<file path="src/rtl/tmds_decoder.sv">
// TMDS channel decoder with word-alignment tracking.
// Decodes 10-bit TMDS words, hunts for control-token runs to lock, and requests bit slips.
module tmds_decoder #(
  parameter int TOKEN_RUN      = 8,
  parameter int SEARCH_TIMEOUT = 2048,
  parameter int SLIP_SETTLE    = 16,
  parameter int LOSS_TIMEOUT   = 4096
) (
  input  logic       clk,
  input  logic       rst,
  input  logic [9:0] q_in,
  output logic [7:0] D,
  output logic       C0,
  output logic       C1,
  output logic       DE,
  output logic       locked,
  output logic       bitslip,
  output logic       lock_lost,
  output logic [1:0] state_dbg
);

  localparam int RW = (TOKEN_RUN      > 1) ? $clog2(TOKEN_RUN)      : 1;
  localparam int TW = (SEARCH_TIMEOUT > 1) ? $clog2(SEARCH_TIMEOUT) : 1;
  localparam int SW = (SLIP_SETTLE    > 1) ? $clog2(SLIP_SETTLE)    : 1;
  localparam int LW = (LOSS_TIMEOUT   > 1) ? $clog2(LOSS_TIMEOUT)   : 1;

  localparam logic [RW-1:0] RUN_LAST    = RW'(TOKEN_RUN - 1);
  localparam logic [TW-1:0] TMR_LAST    = TW'(SEARCH_TIMEOUT - 1);
  localparam logic [SW-1:0] SETTLE_LAST = SW'(SLIP_SETTLE - 1);
  localparam logic [LW-1:0] LOSS_LAST   = LW'(LOSS_TIMEOUT - 1);

  localparam logic [9:0] TOK_00 = 10'b1101010100;
  localparam logic [9:0] TOK_01 = 10'b0010101011;
  localparam logic [9:0] TOK_10 = 10'b0101010100;
  localparam logic [9:0] TOK_11 = 10'b1010101011;

  typedef enum logic [1:0] {
    SEARCH    = 2'd0,
    SLIP_WAIT = 2'd1,
    LOCKED    = 2'd2
  } state_t;

  state_t        state, state_nx;
  logic [RW-1:0] run_cnt, run_nx;
  logic [TW-1:0] srch_tmr, srch_nx;
  logic [SW-1:0] settle_cnt, settle_nx;
  logic [LW-1:0] loss_cnt, loss_nx;
  logic          bitslip_nx, lost_nx;

  logic          is_tok;
  logic [1:0]    tok_c;
  logic [7:0]    d_unx;
  logic [7:0]    dec;

  assign state_dbg = state;

  always_comb begin
    is_tok = 1'b1;
    tok_c  = 2'b00;
    case (q_in)
      TOK_00:  tok_c = 2'b00;
      TOK_01:  tok_c = 2'b01;
      TOK_10:  tok_c = 2'b10;
      TOK_11:  tok_c = 2'b11;
      default: is_tok = 1'b0;
    endcase
  end

  // Undo the optional inversion, then the XOR/XNOR transition chain.
  always_comb begin
    d_unx  = q_in[9] ? ~q_in[7:0] : q_in[7:0];
    dec    = 8'h00;
    dec[0] = d_unx[0];
    for (int i = 1; i < 8; i++) begin
      dec[i] = q_in[8] ? (d_unx[i] ^ d_unx[i-1]) : ~(d_unx[i] ^ d_unx[i-1]);
    end
  end

  always_comb begin
    state_nx   = state;
    run_nx     = run_cnt;
    srch_nx    = srch_tmr;
    settle_nx  = settle_cnt;
    loss_nx    = loss_cnt;
    bitslip_nx = 1'b0;
    lost_nx    = 1'b0;
    case (state)
      SEARCH: begin
        srch_nx = (srch_tmr == {TW{1'b1}}) ? srch_tmr : srch_tmr + TW'(1);
        if (is_tok) run_nx = (run_cnt == {RW{1'b1}}) ? run_cnt : run_cnt + RW'(1);
        else        run_nx = '0;
        // A completed run takes priority over a simultaneous timeout.
        if (is_tok && run_cnt == RUN_LAST) begin
          state_nx = LOCKED;
          run_nx   = '0;
          srch_nx  = '0;
          loss_nx  = '0;
        end else if (srch_tmr == TMR_LAST) begin
          state_nx   = SLIP_WAIT;
          bitslip_nx = 1'b1;
          run_nx     = '0;
          srch_nx    = '0;
          settle_nx  = '0;
        end
      end
      SLIP_WAIT: begin
        if (settle_cnt == SETTLE_LAST) begin
          state_nx  = SEARCH;
          settle_nx = '0;
          run_nx    = '0;
          srch_nx   = '0;
        end else begin
          settle_nx = settle_cnt + SW'(1);
        end
      end
      LOCKED: begin
        if (is_tok) begin
          loss_nx = '0;
        end else if (loss_cnt == LOSS_LAST) begin
          state_nx = SEARCH;
          lost_nx  = 1'b1;
          loss_nx  = '0;
          run_nx   = '0;
          srch_nx  = '0;
        end else begin
          loss_nx = loss_cnt + LW'(1);
        end
      end
      default: state_nx = SEARCH;
    endcase
  end

  always_ff @(posedge clk) begin
    if (rst) begin
      state      <= SEARCH;
      run_cnt    <= '0;
      srch_tmr   <= '0;
      settle_cnt <= '0;
      loss_cnt   <= '0;
      bitslip    <= 1'b0;
      lock_lost  <= 1'b0;
      locked     <= 1'b0;
      D          <= 8'h00;
      DE         <= 1'b0;
      C0         <= 1'b0;
      C1         <= 1'b0;
    end else begin
      state      <= state_nx;
      run_cnt    <= run_nx;
      srch_tmr   <= srch_nx;
      settle_cnt <= settle_nx;
      loss_cnt   <= loss_nx;
      bitslip    <= bitslip_nx;
      lock_lost  <= lost_nx;
      // Outputs follow the state being entered, so the lock-completing word decodes as locked.
      if (state_nx == LOCKED) begin
        locked <= 1'b1;
        if (is_tok) begin
          DE       <= 1'b0;
          D        <= 8'h00;
          {C1, C0} <= tok_c;
        end else begin
          DE <= 1'b1;
          D  <= dec;
        end
      end else begin
        locked <= 1'b0;
        D      <= 8'h00;
        DE     <= 1'b0;
        C0     <= 1'b0;
        C1     <= 1'b0;
      end
    end
  end

endmodule

</file>
<file path="config.mk">
export PLATFORM = sky130hd
export DESIGN_NAME = tmds_decoder
export DESIGN_NICKNAME = d
export VERILOG_FILES = /design/src/rtl/tmds_decoder.sv
export SDC_FILE = /design/constraint.sdc
export NUM_CORES = 1
export LEC_CHECK = 0
export BUFFER_PORTS_ARGS = -buffer_cell sky130_fd_sc_hd__buf_2
export CAP_MARGIN = 0
export CORE_AREA = 5 5 96 98
export CTS_BUF_LIST = sky130_fd_sc_hd__clkbuf_16
export CTS_CLUSTER_SIZE = 14
export DETAILED_ROUTE_END_ITERATION = 8
export DIE_AREA = 0 0 101 103
export GPL_ROUTABILITY_DRIVEN = 0
export GPL_TIMING_DRIVEN = 0
export PLACE_DENSITY = 0.46
export RECOVER_POWER = 25
export SYNTH_ARGS = -nofsm -noshare
export SYNTH_HDL_FRONTEND = slang
export SYNTH_SLANG_ARGS = --single-unit
</file>
<file path="constraint.sdc">
create_clock -name clk -period 2.2 [get_ports clk]
set_input_delay 0.22 -clock clk [delete_from_list [all_inputs] [get_ports clk]]
set_output_delay 0.22 -clock clk [all_outputs]
set_load 0.02 [all_outputs]
</file>
==> results.txt <==
Status - completed
Setup CP Type - flip-flop to flip-flop
Most frequent cells in the layout - dfxtp_1, nor2_1, xnor2_1
Initial antenna violation count - 0
GRT Total Usage - 11.34%
Worst Path Arrival - 2200 ps
Fin cells - 419
Slew Limit Fails - 0
FF-to-FF End - D[2]$_SDFF_PP0_
Syn_nets - 297
Total Power - 0.001689 W
Clock-pin slew on the worst setup and hold paths - 70 ps
Post-DRT Antenna Nets - 0
Placed insts - 406
Worst Max-Slew Pin Slew - 633.2 ps
Largest net degree at the start of global routing - 16
Clock sink total - 46
Design area - 2910 um^2
Root buf cell - clkbuf_16
Synth Register Bits - 46
Int Pwr - 0.001299 W
Max VDD drop - 290.5 uV
Multi-input gate area - 1439 um^2
Die Span Y - 103 um
WHS Path Cells - 3
Lkg Pwr - 1.049 nW
Clock H-tree levels - 2
Synth warnings - 0
Nets - 335
DRT Pass-1 Iters - 4
Worst Reg2Reg Path Length in Cells - 8
Post-layout min period - 2047 ps
Hold Path Class - primary input to flip-flop
Die Area - 10400 um^2
DR vias/cell - 4.654
Max FO, Critical Path - 5
Syn Inst Count - 272
Core area - 8381 um^2
Clock buffer depth - 2
Number of global-route vias before repair - 1963
Netlist cell types - 50
Post-synth ARST share - 0%
Overflow after GRT - 0
Power Density - 580.2 nW/um^2
Rel. slew slack - 57.53%
DIE WIDTH - 101 um
Row Count - 34
Final setup viols - 0
Post-DP HPWL - 4.068 mm
Mapped Area - 2415 um^2
Ant. Diodes - 0
Final Util - 34.73%
R2R Setup Slk - 150 ps
Mapped Avg Cell Area - 8.878 um^2
Crit path launch type - flip-flop
Register area - 923.4 um^2
Placement-stage cell area - 2680 um^2
Final Hold Viols - 0
Clk_lat worst skew - 290 ps
Port Buffer Count - 26
Residual DRC - 0
CTS tree - done
CTS buffer count - 5
DRT Wirelength - 5.505 mm
RSZ-0062 raised after global routing - no
Register share of total power - 49.8%
FILL cells - 899
Share of layout cells above drive strength 1 - 18.65%
Min-delay src - q_in[7]
Worst Path Required - 2350 ps
Clock skew - 4.186 ps
Main synth FF type - dfxtp_1
Vias - 1950
IO Count - 28
Comb pwr share - 5.6%
Post-synth EDFFs - 0
First-pass GRT wire length - 9.508 mm
DR iter-0 viols - 63
WL per Instance - 13.14 um
Maximum clock frequency - 0.4886 GHz
Psw - 0.0003898 W
Tcrit/Tclk final - 93.03%
Max-cap viol count - 0
Most common cell after layout, fill and taps aside - dfxtp_1
Net Sw Frac - 23.08%
Area Overhead vs Synth - 20.52%
Hold_ws - 242.9 ps
Worst reg2reg path startpoint - loss_cnt[0]$_SDFFE_PP0P_
Hold endpoint - D[7]$_SDFF_PP0_
Post-synthesis sequential area ratio - 38.13%
Power share of the clock group - 44.6%
Initial Util - 28.81%
CP endpoint kind - flip-flop
state kept, by name, indices dropped and copies added (netlist names):
signal / cells
settle_cnt: 4
run_cnt: 3
locked: 1
bitslip: 1
DE: 1
D: 8
state_dbg: 2
loss_cnt: 12
C1: 1
srch_tmr: 11
lock_lost: 1
C0: 1
layer usage:
| layer | routed length (um) | global-route usage (%) | vias up |
|---|---|---|---|
| met5 | 0 | 0 | - |
| met1 | 2655 | 14.32 | 902 |
| met3 | 133 | 2.503 | 4 |
| met2 | 2663 | 19.54 | 16 |
| li1 | - | - | 1028 |
| met4 | 52 | 3.067 | 0 |
Yosys cell counts, types with 4 or more instances:
cell	number	area, um^2
mux2i_1	5	50.05
nor3_2	6	60.06
inv_1	13	48.80
nand3_1	15	75.07
nand2_1	18	67.56
xnor2_1	20	175.2
xor2_1	8	70.07
a21oi_1	13	65.06
and2_1	4	25.02
ha_1	13	162.7
nor2_1	40	150.1
nand4_1	6	37.54
nor4_1	4	25.02
dfxtp_1	46	920.9
o21ai_1	4	20.02
nor3_1	5	25.02
worst max path at each step:
stage | from | endpoint | slack [ps] | cells past startpoint
3_3_place_gp | loss_cnt[0]$_SDFFE_PP0P_ | srch_tmr[5]$_SDFFE_PP0P_ | -170 | 8
6_report | loss_cnt[0]$_SDFFE_PP0P_ | D[2]$_SDFF_PP0_ | 150 | 8
3_5_place_dp | loss_cnt[0]$_SDFFE_PP0P_ | srch_tmr[5]$_SDFFE_PP0P_ | -150 | 8
2_1_floorplan | loss_cnt[0]$_SDFFE_PP0P_ | run_cnt[0]$_SDFFE_PP0P_ | 250 | 8
5_1_grt | loss_cnt[0]$_SDFFE_PP0P_ | D[0]$_SDFF_PP0_ | 8 | 8
4_1_cts | loss_cnt[0]$_SDFFE_PP0P_ | srch_tmr[5]$_SDFFE_PP0P_ | 10 | 8
area by class of cell:
type / count / area share [%]
Multi-Input combinational cell: 204 / 49.44
Tap cell: 108 / 4.643
Buffer: 8 / 2.107
Timing Repair Buffer: 30 / 5.116
Sequential cell: 46 / 31.73
Clock buffer: 5 / 4.299
Inverter: 15 / 1.935
Clock inverter: 3 / 0.7309
power by group through the flow:
stage          Combinational (W)  Sequential [W]  Clock, W
2_1_floorplan          0.0000634        0.000859         0
3_3_place_gp           0.0000931        0.000860         0
3_5_place_dp           0.0000932        0.000860         0
4_1_cts                0.0000941        0.000841  0.000776
5_1_grt                 0.000107        0.000841  0.000808
6_report               0.0000944        0.000841  0.000753
worst max-delay path, cell delays in order, from the launching register on:
cell and delay [ps]:
dfxtp_2 350, ha_2 190, and4_4 270, nand4_4 140
o31ai_4 340, a21oi_2 110, o22ai_2 280, buf_6 180
nor3_2 50
per-stage QoR:
stage                     TNS (ps)  setup WS (ps)
after CTS                        0          12.17
after detailed placement     -2593         -145.2
final                            0          153.3
after floorplan                  0          253.4
after global placement       -3100         -167.5
after global routing             0          7.915
what timing repair did:
item | CTS | global route
gates resized for setup | 5 | 16
cloned | 1 | 1
pin swaps | 3 | 3
hold buffers | 0 | 0
buffers inserted | 2 | 1
endpoints found under the setup margin | 23 | 38
kinds of logic after synthesis:
kind of cell	synth area share [%]
simple gates	27.98
compound gates	10.21
fa+ha+maj	6.736
xor+xnor	10.16
mux	2.073
buf+inv	4.715
flops	38.13
Power figures use the tool's default switching activity.
